## config.mk

```make
export PLATFORM = sky130hd
export DESIGN_NAME = lc3_datapath_p
export DESIGN_NICKNAME = d
export VERILOG_FILES = /design/src/rtl/lc3_dp_pkg.sv /design/src/rtl/lc3_mem_if.sv /design/src/rtl/lc3_datapath_p.sv
export SDC_FILE = /design/constraint.sdc
export NUM_CORES = 1
export LEC_CHECK = 0
export CELL_PAD_IN_SITES_DETAIL_PLACEMENT = 0
export CELL_PAD_IN_SITES_GLOBAL_PLACEMENT = 1
export CORE_MARGIN = 4
export CORE_UTILIZATION = 44
export DETAILED_ROUTE_END_ITERATION = 16
export PLACE_DENSITY_LB_ADDON = 0.1
export SLEW_MARGIN = 40
export SYNTH_ARGS = -nofsm -noshare
export SYNTH_HDL_FRONTEND = slang
export SYNTH_SLANG_ARGS = --single-unit
```

## constraint.sdc

```tcl
create_clock -name Clk -period 11.3 [get_ports Clk]
set_input_delay 2.26 -clock Clk [delete_from_list [all_inputs] [get_ports Clk]]
set_output_delay 2.26 -clock Clk [all_outputs]
set_load 0.01 [all_outputs]
```

## src/rtl/lc3_dp_pkg.sv

```systemverilog
// lc3_dp_pkg
// Purpose: shared types and helpers for the LC-3 datapath and its memory interface.
//   aluk_t / pcmux_t / addr2mux_t : control-field encodings
//   mem_state_t                   : memory handshake FSM states
//   sext(value, from_width)       : sign-extend the low from_width bits of value
// Ports: none (package).
package lc3_dp_pkg;

  // sext() returns SEXT_W bits; callers size-cast down to their WIDTH,
  // so WIDTH up to 64 is supported.
  localparam int SEXT_W = 64;

  typedef enum logic [1:0] {
    ALU_ADD  = 2'b00,
    ALU_AND  = 2'b01,
    ALU_NOT  = 2'b10,
    ALU_PASS = 2'b11
  } aluk_t;

  typedef enum logic [1:0] {
    PC_INC   = 2'b00,
    PC_BUS   = 2'b01,
    PC_ADDER = 2'b10,
    PC_HOLD  = 2'b11
  } pcmux_t;

  typedef enum logic [1:0] {
    A2_ZERO  = 2'b00,
    A2_OFF6  = 2'b01,
    A2_OFF9  = 2'b10,
    A2_OFF11 = 2'b11
  } addr2mux_t;

  typedef enum logic [1:0] {
    IDLE = 2'b00,
    BUSY = 2'b01,
    DONE = 2'b10
  } mem_state_t;

  // Move bit (from_width-1) up to the MSB, then arithmetic-shift back down.
  // Bits above from_width are discarded by the first shift, so the whole
  // 16-bit IR can be passed in directly.
  function automatic logic [SEXT_W-1:0] sext(input logic [15:0] value, input int from_width);
    logic signed [SEXT_W-1:0] t;
    t = {value, {(SEXT_W-16){1'b0}}};
    t = t << (16 - from_width);
    t = t >>> (SEXT_W - from_width);
    return t;
  endfunction

endpackage

```

## src/rtl/lc3_mem_if.sv

```systemverilog
// lc3_mem_if
// Purpose: valid/ready memory handshake with a BUSY-cycle timeout. Latches the
//   request (address, write data, direction) on start so the datapath may keep
//   changing MAR/MDR while an access is in flight.
// Ports:
//   i_clk, i_rst        clock, asynchronous active-high reset
//   i_start, i_we       start request (IDLE only) and its direction
//   i_mar, i_mdr        request address / write data, sampled on start
//   i_rdata, i_ready    memory response
//   o_valid, o_write, o_addr, o_wdata   request toward memory
//   o_done              one-cycle end-of-access pulse
//   o_err               sticky timeout flag
//   o_idle              FSM is IDLE (datapath may load MDR from the bus)
//   o_mdr_ld, o_mdr_val read data to be written into MDR this edge
module lc3_mem_if
  import lc3_dp_pkg::*;
#(
  parameter int WIDTH       = 16,
  parameter int MEM_TIMEOUT = 255
) (
  input  logic             i_clk,
  input  logic             i_rst,
  input  logic             i_start,
  input  logic             i_we,
  input  logic [WIDTH-1:0] i_mar,
  input  logic [WIDTH-1:0] i_mdr,
  input  logic [WIDTH-1:0] i_rdata,
  input  logic             i_ready,
  output logic             o_valid,
  output logic             o_write,
  output logic [WIDTH-1:0] o_addr,
  output logic [WIDTH-1:0] o_wdata,
  output logic             o_done,
  output logic             o_err,
  output logic             o_idle,
  output logic             o_mdr_ld,
  output logic [WIDTH-1:0] o_mdr_val
);

  localparam int CW = (MEM_TIMEOUT > 1) ? $clog2(MEM_TIMEOUT) : 1;
  localparam logic [CW-1:0] CNT_LAST = CW'(MEM_TIMEOUT - 1);

  mem_state_t       r_state, w_state_next;
  logic [CW-1:0]    r_cnt;
  logic             r_write, r_err;
  logic [WIDTH-1:0] r_addr, r_wdata;
  logic             w_timeout;

  always_ff @(posedge i_clk or posedge i_rst) begin
    if (i_rst) r_state <= IDLE;
    else       r_state <= w_state_next;
  end

  // Ready is checked before the timeout so a coincident ready completes normally.
  always_comb begin
    w_state_next = r_state;
    w_timeout    = 1'b0;
    case (r_state)
      IDLE: if (i_start) w_state_next = BUSY;
      BUSY: begin
        if (i_ready) begin
          w_state_next = DONE;
        end else if (r_cnt == CNT_LAST) begin
          w_state_next = DONE;
          w_timeout    = 1'b1;
        end
      end
      DONE:    w_state_next = IDLE;
      default: w_state_next = IDLE;
    endcase
  end

  always_ff @(posedge i_clk or posedge i_rst) begin
    if (i_rst) begin
      r_cnt   <= '0;
      r_write <= 1'b0;
      r_addr  <= '0;
      r_wdata <= '0;
      r_err   <= 1'b0;
    end else begin
      if (r_state == IDLE && i_start) begin
        r_write <= i_we;
        r_addr  <= i_mar;
        r_wdata <= i_mdr;
        r_cnt   <= '0;
      end else if (r_state == BUSY && !i_ready && !w_timeout) begin
        r_cnt <= r_cnt + 1'b1;
      end
      if (w_timeout) r_err <= 1'b1;
    end
  end

  assign o_valid   = (r_state == BUSY);
  assign o_done    = (r_state == DONE);
  assign o_idle    = (r_state == IDLE);
  assign o_write   = r_write;
  assign o_addr    = r_addr;
  assign o_wdata   = r_wdata;
  assign o_err     = r_err;
  assign o_mdr_ld  = (r_state == BUSY) && i_ready && !r_write;
  assign o_mdr_val = i_rdata;

endmodule

```

## src/rtl/lc3_datapath_p.sv

```systemverilog
// lc3_datapath_p
// Purpose: parametrised LC-3 datapath (PC, MAR, MDR, IR, R0..R7, ALU, address
//   adder, NZP, BEN) around a gated internal bus, with memory reached through
//   lc3_mem_if. Sole owner of architectural state; driven by the ISDU.
// Ports:
//   Clk, Reset                         clock, asynchronous active-high reset
//   LD_MAR..LD_PC                      register load enables
//   GatePC/GateMDR/GateALU/GateMARMUX  bus drivers (one-hot or none)
//   PCMUX, ADDR1MUX, ADDR2MUX, MARMUX, SR1MUX, DRMUX, SR2MUX, ALUK  mux selects
//   mem_start, mem_we, mem_rdata, mem_ready  memory request / response in
//   mem_valid, mem_write, mem_addr, mem_wdata, mem_done, mem_err  memory out
//   bus_err                            sticky multi-gate flag
//   PC, MAR, MDR, IR, BEN, NZP         architectural state
module lc3_datapath_p
  import lc3_dp_pkg::*;
#(
  parameter int               WIDTH       = 16,
  parameter logic [WIDTH-1:0] PC_RST      = '0,
  parameter int               MEM_TIMEOUT = 255
) (
  input  logic             Clk,
  input  logic             Reset,
  input  logic             LD_MAR,
  input  logic             LD_MDR,
  input  logic             LD_IR,
  input  logic             LD_BEN,
  input  logic             LD_CC,
  input  logic             LD_REG,
  input  logic             LD_PC,
  input  logic             GatePC,
  input  logic             GateMDR,
  input  logic             GateALU,
  input  logic             GateMARMUX,
  input  logic [1:0]       PCMUX,
  input  logic             ADDR1MUX,
  input  logic [1:0]       ADDR2MUX,
  input  logic             MARMUX,
  input  logic             SR1MUX,
  input  logic             DRMUX,
  input  logic             SR2MUX,
  input  logic [1:0]       ALUK,
  input  logic             mem_start,
  input  logic             mem_we,
  input  logic [WIDTH-1:0] mem_rdata,
  input  logic             mem_ready,
  output logic             mem_valid,
  output logic             mem_write,
  output logic [WIDTH-1:0] mem_addr,
  output logic [WIDTH-1:0] mem_wdata,
  output logic             mem_done,
  output logic             mem_err,
  output logic             bus_err,
  output logic [WIDTH-1:0] PC,
  output logic [WIDTH-1:0] MAR,
  output logic [WIDTH-1:0] MDR,
  output logic [WIDTH-1:0] IR,
  output logic             BEN,
  output logic [2:0]       NZP
);

  logic [WIDTH-1:0] r_pc, r_mar, r_mdr, r_ir;
  logic [WIDTH-1:0] r_regs [8];
  logic             r_ben, r_bus_err;
  logic [2:0]       r_nzp;

  logic [WIDTH-1:0] w_bus, w_sr1, w_sr2, w_alu, w_addr1, w_addr2, w_adder;
  logic [WIDTH-1:0] w_marmux, w_pc_next, w_mdr_val;
  logic [2:0]       w_sr1_idx, w_dr_idx, w_nzp_bus;
  logic [3:0]       w_gates;
  logic             w_multi, w_mdr_ld, w_mem_idle, w_ben_next;

  // Bus: more than one gate forces 0 instead of a wired-OR of the drivers.
  assign w_gates = {GatePC, GateMDR, GateALU, GateMARMUX};
  assign w_multi = |(w_gates & (w_gates - 4'd1));

  always_comb begin
    w_bus = '0;
    if (!w_multi) begin
      w_bus = ({WIDTH{GatePC}}     & r_pc)  |
              ({WIDTH{GateMDR}}    & r_mdr) |
              ({WIDTH{GateALU}}    & w_alu) |
              ({WIDTH{GateMARMUX}} & w_marmux);
    end
  end

  // Register file operands
  assign w_sr1_idx = SR1MUX ? r_ir[8:6] : r_ir[11:9];
  assign w_dr_idx  = DRMUX  ? 3'd7      : r_ir[11:9];
  assign w_sr1     = r_regs[w_sr1_idx];
  assign w_sr2     = SR2MUX ? WIDTH'(sext(r_ir[15:0], 5)) : r_regs[r_ir[2:0]];

  always_comb begin
    case (aluk_t'(ALUK))
      ALU_ADD:  w_alu = w_sr1 + w_sr2;
      ALU_AND:  w_alu = w_sr1 & w_sr2;
      ALU_NOT:  w_alu = ~w_sr1;
      default:  w_alu = w_sr1;
    endcase
  end

  // Address adder
  assign w_addr1 = ADDR1MUX ? w_sr1 : r_pc;

  always_comb begin
    case (addr2mux_t'(ADDR2MUX))
      A2_ZERO:  w_addr2 = '0;
      A2_OFF6:  w_addr2 = WIDTH'(sext(r_ir[15:0], 6));
      A2_OFF9:  w_addr2 = WIDTH'(sext(r_ir[15:0], 9));
      default:  w_addr2 = WIDTH'(sext(r_ir[15:0], 11));
    endcase
  end

  assign w_adder  = w_addr1 + w_addr2;
  assign w_marmux = MARMUX ? w_adder : {{(WIDTH-8){1'b0}}, r_ir[7:0]};

  always_comb begin
    case (pcmux_t'(PCMUX))
      PC_INC:   w_pc_next = r_pc + 1'b1;
      PC_BUS:   w_pc_next = w_bus;
      PC_ADDER: w_pc_next = w_adder;
      default:  w_pc_next = r_pc;
    endcase
  end

  // Condition codes from the bus; BEN always sees the pre-update NZP.
  assign w_nzp_bus  = w_bus[WIDTH-1] ? 3'b100 : ((w_bus == '0) ? 3'b010 : 3'b001);
  assign w_ben_next = (r_ir[11] & r_nzp[2]) | (r_ir[10] & r_nzp[1]) | (r_ir[9] & r_nzp[0]);

  always_ff @(posedge Clk or posedge Reset) begin
    if (Reset) begin
      r_pc      <= PC_RST;
      r_mar     <= '0;
      r_mdr     <= '0;
      r_ir      <= '0;
      r_ben     <= 1'b0;
      r_nzp     <= 3'b010;
      r_bus_err <= 1'b0;
      for (int i = 0; i < 8; i++) r_regs[i] <= '0;
    end else begin
      if (LD_PC)  r_pc  <= w_pc_next;
      if (LD_MAR) r_mar <= w_bus;
      if (LD_IR)  r_ir  <= w_bus;
      // Memory read data has priority; bus loads only while no access is active.
      if (w_mdr_ld)                  r_mdr <= w_mdr_val;
      else if (LD_MDR && w_mem_idle) r_mdr <= w_bus;
      if (LD_CC)   r_nzp <= w_nzp_bus;
      if (LD_BEN)  r_ben <= w_ben_next;
      if (LD_REG)  r_regs[w_dr_idx] <= w_bus;
      if (w_multi) r_bus_err <= 1'b1;
    end
  end

  lc3_mem_if #(
    .WIDTH       (WIDTH),
    .MEM_TIMEOUT (MEM_TIMEOUT)
  ) u_mem_if (
    .i_clk     (Clk),
    .i_rst     (Reset),
    .i_start   (mem_start),
    .i_we      (mem_we),
    .i_mar     (r_mar),
    .i_mdr     (r_mdr),
    .i_rdata   (mem_rdata),
    .i_ready   (mem_ready),
    .o_valid   (mem_valid),
    .o_write   (mem_write),
    .o_addr    (mem_addr),
    .o_wdata   (mem_wdata),
    .o_done    (mem_done),
    .o_err     (mem_err),
    .o_idle    (w_mem_idle),
    .o_mdr_ld  (w_mdr_ld),
    .o_mdr_val (w_mdr_val)
  );

  assign PC      = r_pc;
  assign MAR     = r_mar;
  assign MDR     = r_mdr;
  assign IR      = r_ir;
  assign BEN     = r_ben;
  assign NZP     = r_nzp;
  assign bus_err = r_bus_err;

endmodule

```

==> results.md, run 1 <==
- The maximum clock skew at final layout is around 0.022 ns.
- The worst-case IR drop observed on VDD is about 0.15 mV.
- The kind of critical path is in -> reg.
- The number of standard-cell rows in the floorplan is 66.
- The fill cell total of the finished layout is 2967.
- Dividing the detail-routed via count by the number of cells gives 6.08.
- Synthesis produced a netlist with a net count of 1672.
- For this block, the initial DRC count from the detailed router was 1319.
- The average wire per cell in the routed design is 24.5 um.
- The floorplan step set the die height to 190 um.
- Global routing finished with a remaining overflow of 0.
- Along the worst path, the maximum fanout reaches 22.
- The fraction of layout cells with a size suffix above 1 is between 10% and 20%.
- Once layout is complete, the utilization of the core stands at roughly 54%.
- The number of antenna violations at the first check in global routing is 1.
- For this run, asynchronously set or reset flops after synthesis account for 100%.
- The first global-routing pass estimated 80100 um of wire.
- The half-perimeter wire length after placement is 36200 um.
- Input and output buffers added on the ports amount to 147.
- The synthesized netlist devotes 2.14% of its cell area to XOR and XNOR gates.
- The CTS tree is built.
- The sum of internal, switching and leakage power is approximately 0.0048 W.
- Yosys printed 0 warnings.
- The root cell of the clock tree is sky130_fd_sc_hd__clkbuf_16.
- By instance count, the cell type seen most on the critical path is sky130_fd_sc_hd__buf_4.
- Counting every sink on the clock net gives 241.
- Summing the areas of all and, or, nand and nor instances in the mapped netlist gives 15.8% of the synthesized area.
- Of the synthesized area, sequential elements account for 41.3%.
- Measured against its own limit, the worst slew margin works out to 43.2%.
- The overall fraction of global-route tracks in use is 28.9%.
- The library cells used most frequently in the layout, excluding fill and tap cells, are 237 x sky130_fd_sc_hd__dfrtp_1, 200 x sky130_fd_sc_hd__nand2_1, 157 x sky130_fd_sc_hd__o21ai_0.
- After synthesis, the mean cell area works out to 9.16 um2.
- The flow ran to the end, and the final reports show no timing, DRC or antenna violations.
- The core region is 32600 um2.
- The horizontal die dimension is 190 um.
- The main combinational cell family by area after synthesis is compound AO/OA/AOI/OAI gates.
- The synthesized netlist devotes about 3.4% of its cell area to adder and majority cells.
- For the finished layout, the period the worst path requires is 7.73 ns.
- For this block, the via count after detailed routing is 13100.
- The fraction of the mapped netlist area in compound gates is between 20 and 25%.
- In this run the worst hold path is classified as reg -> reg.
- The number of gates resized after CTS was 0.
- The total power density per cell area is 276 nW/um2.
- The worst-margin pin slew is approximately 0.85 ns.
- The number of global-route vias before repair is 12900.
- The mapped netlist covers about 15000 um2.
- The final max-slew violation count is 0.
- Data on the critical path is required at its endpoint by 11.79 ns.
- The initial core utilization is 44.7%.
- Before antenna repair, the detailed router went through 5 iterations.
- The final worst-path cycle share is 68.4%.
- The largest stage delay on the critical path is 0.58 ns.
- The number of different library cells used by synthesis comes to 75.
- The maximum clock insertion buffer count is 3.
- The placer congestion estimate is 0.901.
- The number of setup buffers added after CTS is 0.
- The clock-pin slew of the registers on the worst-case setup and hold paths is about 0.06 ns.
- The number of CTS-inserted buffers is 28.
- During I/O placement, the number of pins put on the boundary was 148.
- Setup repair after global routing left no endpoint under its margin.
- In the routed design, unresolved DRC markers number 0.
- The instance count of the mapped netlist is 1592.
- The tightest hold path in the finished design has a slack of between 0.4 and 0.5 ns.
- Among all stages on the critical path, the largest delay is contributed by sky130_fd_sc_hd__mux2i_4.
- The leakage component of the power is 7.45 nW.
- The number of flip-flops and latches in the synthesized netlist is 241.
- Traced cell by cell, the critical path runs through buf_2, mux2i_4, buf_4, mux4_2, nand2b_4, o21a_1, mux2_2, ha_1, a211oi_1, o211ai_1, a31oi_1, o21ai_0, xor2_1, a222oi_1, a21oi_1, a211oi_2, buf_4, and4b_1, and4_1, a32o_1.
- CTS built an H-tree with a depth of 1.
- The nature of the critical path endpoint is a flop.
- The total negative setup slack is 0 ns.
- The hold violation total from the final report was 0.
- The worst setup path is launched from an input pin.
- The arrival time reported for the critical path endpoint is 8.22 ns.
- The tool flagged a number of max-cap violations equal to 0.
- The post-synthesis mux area share is 12.7%.
- Entering global routing, the biggest net connects between 100 and 150 pins.
- The quantity of hold-fixing buffers added after cts is 0.
- Leaving out fill and tap cells, the most frequent cell in the layout is sky130_fd_sc_hd__dfrtp_1.
- From synthesis to final layout, the design area changed by 20.3%.
- Setup violations remaining at the end of the flow were counted as 0.
- Once detail routing completed, the nets flagged for antenna violations numbered 0.
- The clock latency on the worst-skew pair is 0.57 ns.
- The wire length reported by the detailed router is between 50000 and 60000 um.
- The net count of the finished layout is 1768.
- The count of flip-flops with a built-in enable after synthesis is 0.
- The main flop type after synthesis is sky130_fd_sc_hd__dfrtp_1.
- The die footprint is 36100 um2.
- Static timing analysis puts the maximum clock frequency at roughly 0.13 GHz.
-- worst max-delay path, delay by kind of cell --
| kind | cells | cell delay, ns |
|---|---|---|
| xor gates and xnor gates | 1 | 0.19 |
| buffers and inverters | 3 | 1.05 |
| muxes | 3 | 1.44 |
| adders and majority gates | 1 | 0.29 |
| AOI/OAI and AO/OA | 9 | 2.38 |
| and+or+nand+nor | 3 | 0.58 |
-- worst paths after layout --
| check | startpoint | end | slack, ns | cells after the start |
|---|---|---|---|---|
| max in group asynchronous | Reset | r_regs[108] | 7.36 | 5 |
| hold reg to reg | u_mem_if.o_err | u_mem_if.o_err | 0.45 | 1 |
| setup / recovery | SR1MUX | NZP[1] | 3.57 | 20 |
| setup reg to reg | IR[6] | NZP[1] | 5.15 | 19 |
| hold / removal | u_mem_if.o_err | u_mem_if.o_err | 0.45 | 1 |
| min in group asynchronous | Reset | u_mem_if.o_addr[2] | 2.18 | 2 |
-- final cells by class --
cell class                      instances  area, um2  area share (%)
Multi-Input combinational cell       1194       8050            45.8
Sequential cell                       241       6040            34.4
Timing Repair Buffer                  188       1790            10.2
Clock buffer                           38        808            4.61
Tap cell                              442        553            3.15
Clock inverter                         14        173           0.984
Inverter                               35        144           0.820
Antenna cell                            1       2.50          0.0143
-- flip-flops by register name, indices dropped and copies added (netlist names) --
signal	cells
BEN	1
IR	16
MAR	16
MDR	16
NZP	3
PC	16
bus_err	1
r_regs	128
u_mem_if.o_addr	16
u_mem_if.o_err	1
u_mem_if.o_wdata	16
u_mem_if.o_write	1
u_mem_if.r_cnt	8
u_mem_if.r_state	2
-- per-layer routing --
metal  wire [um]  GRT usage [%]  vias to the layer above  share of wire (%)
met3        4150           6.55                      103                7.9
met5           0              0                        -                  0
met1       23700           41.8                     6484                 45
li1            -              -                     5966                  -
met4        1550           8.26                        0                2.9
met2       23400           43.8                      531                 44
-- report_power, final --
group	total (W)	switching [W]	internal (W)
Sequential	0.00156	0.000361	0.00120
Clock	0.000960	0.000388	0.000571
Combinational	0.00232	0.00126	0.00106
-- synth_stat cells, drive strengths merged (4+ instances only) --
library cell / count / area, um2
or2: 7 / 43.8
mux4: 42 / 946
a22o: 4 / 35.0
ha: 36 / 450
and2: 7 / 43.8
o31ai: 6 / 45.0
mux2i: 20 / 213
o22ai: 8 / 50.1
nand2b: 11 / 76.3
a311oi: 10 / 87.6
o221a: 7 / 78.8
inv: 35 / 131
nor3: 8 / 40.0
buf: 24 / 114
a31oi: 12 / 75.1
xnor2: 19 / 166
nand2: 200 / 751
a211oi: 23 / 173
o211ai: 6 / 45.0
o21ai: 160 / 801
xor2: 14 / 123
dfrtp: 240 / 6010
and3: 28 / 175
o221ai: 7 / 61.3
a21o: 15 / 113
or3: 5 / 31.3
clkbuf: 98 / 368
nand4: 7 / 43.8
o21bai: 4 / 30.0
a222oi: 9 / 90.1
nor3b: 6 / 45.0
nand3: 31 / 155
mux2: 62 / 698
nor2b: 35 / 219
nand3b: 4 / 30.0
a21oi: 155 / 780
nor2: 152 / 571
o21a: 7 / 52.6
a22oi: 25 / 188
-- metrics by stage --
step	cell area [um2]	cells	setup slack [ns]
floorplan	14600	1592	2.43
global placement	16500	2098	2.53
detailed placement	16500	2099	2.43
CTS	17500	2151	2.97
global route	17500	2152	3.22
finish	17600	2153	3.57
-- cell families after synthesis --
logic type / count (synthesis)
and+or+nand+nor: 510
AOI/OAI and AO/OA: 487
DFF: 241
buffers and inverters: 157
muxes: 124
adders and majority gates: 39
xor gates and xnor gates: 34
Power figures use the tool's default switching activity.
==> run 2: changes to the inputs <==
Settings changed: CORE_UTILIZATION 44 to 40.
Clock period 11.3 ns to 6.5 ns, I/O delays scaled along.
==> run 2 against run 1 <==
  * Count of clock-buffer cells in the layout grew 4
  * First-iteration DRC count down 19%
  * Via count grew 2.4%
  * Largest cell class unchanged
  * Critical endpoint unchanged
  * Wire length rose by 4.3%
==> results.md, run 2 (same netlist as run 1, synthesis figures left out) <==
- The run finished with clean final reports.
- Buffers added to address setup during post-CTS repair amount to 0.
- The worst hold path depth is 1.
- The relative area change from synthesis to final layout is 25.9%.
- The arrival time reported for the critical path endpoint is 6.58 ns.
- For this run the aggregate overflow at the end of global routing stands at 0.
- The most common library cell in the layout ignoring fill and taps is sky130_fd_sc_hd__dfrtp_1.
- The type of the tightest min-delay check is reg -> reg.
- The end of the worst register-to-register path is NZP[1].
- Setup repair after global routing left no endpoint under its margin.
- The number of CTS-inserted buffers is 29.
- The HPWL after detailed placement is 40500 um.
- The first detailed-routing pass took 8 iterations.
- The number of antenna violations at the first check in global routing came to 1.
- The clock passes through at most 3 buffers.
- The total negative setup slack is 0 ns.
- Summed over all cells, the static leakage comes to 7.95 nW.
- In the layout the commonest cells are 239 x sky130_fd_sc_hd__dfrtp_1, 200 x sky130_fd_sc_hd__nand2_1, 158 x sky130_fd_sc_hd__o21ai_0.
- In this run the number of H-tree levels came out at 1.
- The repair_antennas step left the layout with diodes totalling 0.
- The tool flagged a number of max-cap violations equal to 0.
- The count of endpoints failing setup in the final report is 0.
- The nature of the critical path endpoint is a flop.
- The total power density per cell area is slightly below 500 nW/um2.
- The worst-path maximum fanout is 4.
- In this run the vertical extent of the chip is 199 um.
- The initial core utilization is 40.8%.
- The path with the worst hold slack has its endpoint at bus_err.
- The relative slew slack is 42.8%.
- Summing all placed instances gives a cell area of 17400 um2.
- Post-CTS repair changed the size of 0 cells.
- The fill cell total of the finished layout is approximately 3400.
- Based on the critical path, the design can be clocked at up to 0.165 GHz.
- At the pin with the least slew margin, the transition time is approximately 0.86 ns.
- The count of nets after finishing is 1867.
- Pin placement for this block handled about 150 I/O pins.
- The fraction of layout cells with a size suffix above 1 is between 15 and 20%.
- The count of nets left with antenna violations once routing finished came out at 0.
- The number of global-route vias before repair is 13400.
- The worst flop-to-flop path startpoint is IR[10].
- Data on the critical path is required at its endpoint by 7.01 ns.
- The area of the core region is about 36000 um2.
- The maximum clock skew at final layout is 0.0135 ns.
- The CTS tree is built.
- The register area is ~6000 um2.
- Setup slack on the worst reg-to-reg path comes out at 1.23 ns.
- The horizontal die dimension is between 150 and 200 um.
- The hold violation total from the final report is 0.
- Dividing the final minimum period by the clock period gives between 90% and 100%.
- The worst setup path is launched from an input pin.
- The congestion estimate from routability-driven global placement came to 0.935.
- The largest vdd supply drop is 0.238 mV.
- The design area is 18400 um2.
- The overall fraction of global-route tracks in use is 27.7%.
- Counting every sink on the clock net gives 241.
- The kind of critical path is in -> reg.
- The die footprint is 39600 um2.
- The global-route wire length before repair is 84200 um.
- Across all layers, the routed design uses 13400 vias.
- Dividing the detail-routed via count by the number of cells gives 5.90.
- The maximum number of pins on one net before global-route repair is 81.
- The final max-slew violation count is 0.
- The clock-pin slew of the registers on the worst-case setup and hold paths is 0.06 ns.
- The minimum clock period after layout is 6.07 ns.
- The detailed router's first-iteration violation count is 1066.
- Hold repair after CTS inserted 0 buffers.
- Tracing the worst setup path back leads to its startpoint at SR1MUX.
- The post-route core utilization is 51.4%.
- The number of buffers inserted by port buffering is 147.
- The register with the most flip-flops in the layout has 128 of them.
- Clock latency on the worst-skew pair, taken at its later pin, is 0.57 ns.
- The number of standard-cell rows in the floorplan is 69.
- The startpoint of the worst hold path is bus_err.
- For this run, design rule violations remaining after detail routing come to 0.
- The cell count of the worst reg-to-reg path is 18.
- The area of combinational cells with multiple inputs is 8000 um2.
- For this block, the routed nets add up to approximately 55000 um of wire.
- The root cell of the clock tree is sky130_fd_sc_hd__clkbuf_16.
- In the final routed layout, each cell accounts on average for 24.2 um.
- Counting flops per register, the top entry is r_regs.
==> run 2: cell count changes in the layout (fill, tap and decap cells not counted), moves of 2 or more <==
cell / previous run / this run
sky130_fd_sc_hd__buf_4: 39 / 130
sky130_fd_sc_hd__nor3_4: 2 / 0
sky130_fd_sc_hd__nor3_2: 0 / 2
sky130_fd_sc_hd__clkinv_2: 5 / 7
sky130_fd_sc_hd__a21oi_1: 151 / 154
sky130_fd_sc_hd__clkinv_8: 2 / 0
sky130_fd_sc_hd__clkbuf_1: 3 / 5
sky130_fd_sc_hd__dfrtp_1: 237 / 239
sky130_fd_sc_hd__buf_12: 1 / 8
sky130_fd_sc_hd__dfrtp_2: 3 / 1
sky130_fd_sc_hd__a21oi_2: 4 / 1
==> run 2: cell type report <==
type / instances / area share, %
multi-input combinational: 1194 / 43.6
sequential: 241 / 32.9
timing repair buffer: 286 / 14.3
clock buffer: 42 / 4.65
tap: 461 / 3.14
inverter: 35 / 0.736
clock inverter: 12 / 0.715
==> run 2: per-layer routing <==
metal | routed length [um] | track usage (%)
met1 | 25000 | 40.5
met5 | 0 | 0
met2 | 25000 | 43.5
met3 | 3920 | 5.54
met4 | 1040 | 5.24
==> run 2: worst max-delay path by stage <==
stage,end,slack (ns),cells after the start
finish,NZP[1],0.43,19
global route,NZP[1],0.24,21
CTS,NZP[1],0.51,19
detailed placement,NZP[1],-0.08,19
global placement,NZP[1],0.04,21
floorplan,r_regs[110],0.51,21
==> run 2: per-stage QoR <==
stage / hold slack [ns] / power [W] / cells / setup WS, ns
after CTS: 0.473 / 0.00892 / 2271 / 0.509
final: 0.472 / 0.00889 / 2271 / 0.431
after global routing: 0.506 / 0.00948 / 2271 / 0.235
after detailed placement: 0.457 / 0.00719 / 2217 / -0.0793
after global placement: 0.448 / 0.00716 / 2215 / 0.0426
after floorplan: 0.461 / 0.00507 / 1592 / 0.507
==> run 2: power by group <==
part           total (W)  internal, W  switching [W]
Combinational    0.00449      0.00220        0.00230
Sequential       0.00273      0.00208       0.000652
Clock            0.00167     0.000993       0.000675
Total            0.00889      0.00527        0.00362
==> run 2: worst max-delay path, cell delays in order <==
cell and delay (ns):
sky130_fd_sc_hd__clkdlybuf4s50_1 0.64, sky130_fd_sc_hd__mux2i_4 0.39, sky130_fd_sc_hd__mux4_2 0.55, sky130_fd_sc_hd__nand2b_4 0.17, sky130_fd_sc_hd__o21a_1 0.15, sky130_fd_sc_hd__mux2_2 0.30
sky130_fd_sc_hd__ha_1 0.29, sky130_fd_sc_hd__a211oi_1 0.33, sky130_fd_sc_hd__buf_4 0.19, sky130_fd_sc_hd__o211ai_1 0.16, sky130_fd_sc_hd__a31oi_1 0.28, sky130_fd_sc_hd__o21ai_0 0.19
sky130_fd_sc_hd__xor2_1 0.18, sky130_fd_sc_hd__a222oi_1 0.36, sky130_fd_sc_hd__a21oi_1 0.13, sky130_fd_sc_hd__a211oi_2 0.33, sky130_fd_sc_hd__and4b_1 0.23, sky130_fd_sc_hd__and4_1 0.21
sky130_fd_sc_hd__a32o_1 0.17
==> run 3: changes to the inputs <==
Settings changed: PLACE_DENSITY set to 0.75, PLACE_DENSITY_LB_ADDON 0.1 to unset.
==> run 3 against run 2 <==
  * Non-clock buffer count is 10 lower
  * Count of clock-buffer cells in the layout is 2 lower
  * Global-route usage is 1.3 points lower
  * Flip-flop and latch count stayed put
  * First-iteration DRC count is 26% higher
  * Hold slack worse by 0.011 ns
  * Largest power group unchanged
  * Clock power hardly changed
==> results.md, run 3 (same netlist as run 1, synthesis figures left out) <==
- The run finished with clean final reports.
- The number of global-route vias before repair was 13100.
- In this run the worst hold path is classified as reg -> reg.
- Along the worst hold path, the cell count comes to 1.
- After clock tree synthesis, the flow added hold-fix buffers numbering 0.
- TritonCTS built the clock tree.
- The cell count of the worst reg-to-reg path is 18.
- The number of levels the H-tree was split into is 1.
- The startpoint of the worst hold path is bus_err.
- The end point of the worst hold path is bus_err.
- For this block, the initial DRC count from the detailed router was 1345.
- The worst setup path is of the in -> reg kind.
- In this run the post-CTS setup repair buffer count came out at 0.
- The global-route wire length before repair is 80700 um.
- For this run, the slowest stage of the critical path takes 0.60 ns.
- The root cell of the clock tree is sky130_fd_sc_hd__clkbuf_16.
- The placer congestion estimate is 0.945.
- The number of buffers inserted by port buffering is 147.
- The clock sink total is between 200 and 250.
- The register with the most flip-flops in the final layout is r_regs.
- The number of standard-cell rows in the floorplan is 69.
- For this configuration, the core starts out at a cell density of 40.8%.
- Summed over all cells, the static leakage comes to around 7.9 nW.
- The endpoint identified for the worst register-to-register timing path is NZP[1].
- In the routed design, unresolved DRC markers number 0.
- The area growth from synthesis to layout is 25.0%.
- At the pin with the least slew margin, the transition time is between 0.8 and 0.9 ns.
- The core region is roughly 36000 um2.
- The top cell types in the final layout, fill and taps aside, are 239 x sky130_fd_sc_hd__dfrtp_1, 200 x sky130_fd_sc_hd__nand2_1, 158 x sky130_fd_sc_hd__o21ai_0.
- On the critical path, the stage with the largest delay is an instance of sky130_fd_sc_hd__clkdlybuf4s50_1.
- The final max-slew violation count is 0.
- The nature of the critical path endpoint is a flop.
- Once detail routing completed, the nets flagged for antenna violations numbered 0.
- The number of top-level pins is 148.
- The critical path contains buffers and inverters numbering 4 combined.
- The worst-path maximum fanout is 17.
- The total overflow left after global routing is 0.
- Dividing total power by cell area gives a power density of 479 nW/um2.
- The most common library cell in the layout ignoring fill and taps is sky130_fd_sc_hd__dfrtp_1.
- The die footprint is 39600 um2.
- Cells with a size suffix above 1 make up between 10% and 20% of the layout.
- The floorplan step set the die width to 199 um.
- Entering global routing, the biggest net connects 88 pins.
- The startpoint identified for the worst register-to-register timing path is IR[10].
- The clock latency on the worst-skew pair is approximately 0.56 ns.
- After layout, the design draws a total of approximately 0.0087 W.
- Data on the critical path is required at its endpoint by about 7 ns.
- The total number of vias is 13200.
- After detailed routing, the average wire length per cell comes to 23.3 um.
- Static timing analysis puts the maximum clock frequency at 0.163 GHz.
- The overall fraction of global-route tracks in use is 26.4%.
- After legalization and detailed placement, the total HPWL measured 38800 um.
- The kind of launch point of the worst setup path is an input pin.
- The final worst-path cycle share is roughly 94%.
- Clock-pin slew was measured on the worst setup and hold paths at ~0.060 ns.
- The clock arrives with roughly 0.011 ns of skew.
- Setup repair after global routing left no endpoint under its margin.
- The hold violation total from the final report is 0.
- After layout, the minimum clock period comes to between 6 and 7 ns.
- In this run, CTS created clock tree buffers numbering 29.
- The via density per instance is between 5 and 6.
- Gates resized during post-CTS repair numbered 0.
- After detailed routing, the total wire length is 52600 um.
- The detailed-router iteration count before antenna repair is 6.
- Counting along the longest clock path gives a buffer depth of 3.
- The count of endpoints failing setup in the final report is 0.
- Traced cell by cell, the critical path runs through clkdlybuf4s50_1, buf_4, mux2i_2, buf_4, mux4_2, mux2i_1, buf_4, a21oi_1, ha_1, a21oi_1, o21ai_0, a31oi_1, o21ai_0, xor2_1, a222oi_1, a21oi_1, a211oi_2, and4b_1, and4_1, a32o_1.
- Hold is met by 0.461 ns.
- The largest vdd supply drop is 0.248 mV.
- The cell family contributing the most delay on the critical path is compound AO/OA/AOI/OAI gates.
- The worst-case register-to-register setup slack is 1.24 ns.
- Data on the critical path arrives at its endpoint at 6.64 ns.
- The floorplan die height is 199 um.
- The number of antenna violations at the first check in global routing is 0.
- The count of nets after finishing is approximately 1900.
- In this run the tightest slew margin relative to its limit is 43.7%.
- The register with the most flip-flops in the layout has 128 of them.
- The max-cap violation count is 0.
[run 3: changes by cell type in the layout (fill, tap and decap cells not counted), moves of 2 or more]
cell                       change
sky130_fd_sc_hd__buf_4         -8
sky130_fd_sc_hd__clkinv_2      -4
sky130_fd_sc_hd__clkbuf_8      -4
sky130_fd_sc_hd__clkbuf_1      +2
sky130_fd_sc_hd__inv_6         +3
sky130_fd_sc_hd__buf_12        -3
[run 3: stage by stage]
stage          worst slack [ns]  setup TNS [ns]  area [um2]  util (%)  std cells
6_report                  0.364               0       18200      51.0       2260
2_1_floorplan             0.507               0       14600         -       1592
5_1_grt                  0.0106               0       18200      51.0       2259
4_1_cts                   0.469               0       18200      51.0       2259
3_3_place_gp            -0.0343         -0.0343       17200      48.2       2206
3_5_place_dp             -0.101          -0.253       17300      48.3       2207
[run 3: cell type report]
type | instances | area [um2]
fillers | 3338 | 17500
multi-input cells | 1194 | 8010
flip-flops and latches | 241 | 6030
repair buffers | 276 | 2520
clock buffers | 40 | 807
well taps | 461 | 577
clock inverters | 12 | 160
inverters | 35 | 135
diodes | 1 | 2.50
[run 3: power breakdown]
part	switching, W	internal (W)	leakage [nW]
logic	0.00225	0.00214	4.35
registers	0.000620	0.00208	3.05
clock network	0.000655	0.000990	0.476
[run 3: worst max-delay path by stage]
stage           start          end  slack [ns]  cells past startpoint
6_report       SR1MUX       NZP[1]        0.36                     20
5_1_grt        SR1MUX       NZP[1]        0.01                     19
4_1_cts        SR1MUX       PC[10]        0.47                     18
3_5_place_dp   SR1MUX       PC[10]       -0.10                     18
3_3_place_gp   SR1MUX       PC[10]       -0.03                     18
2_1_floorplan  SR1MUX  r_regs[110]        0.51                     21
[run 3: routing by layer]
metal  up-vias  wire length [um]  global-route usage, %
met5         -                 0                      0
met4         0              1260                   6.89
met3        81              3870                   5.37
met2       492             24000                   41.1
met1      6516             23500                   38.1
li1       6125                 -                      -
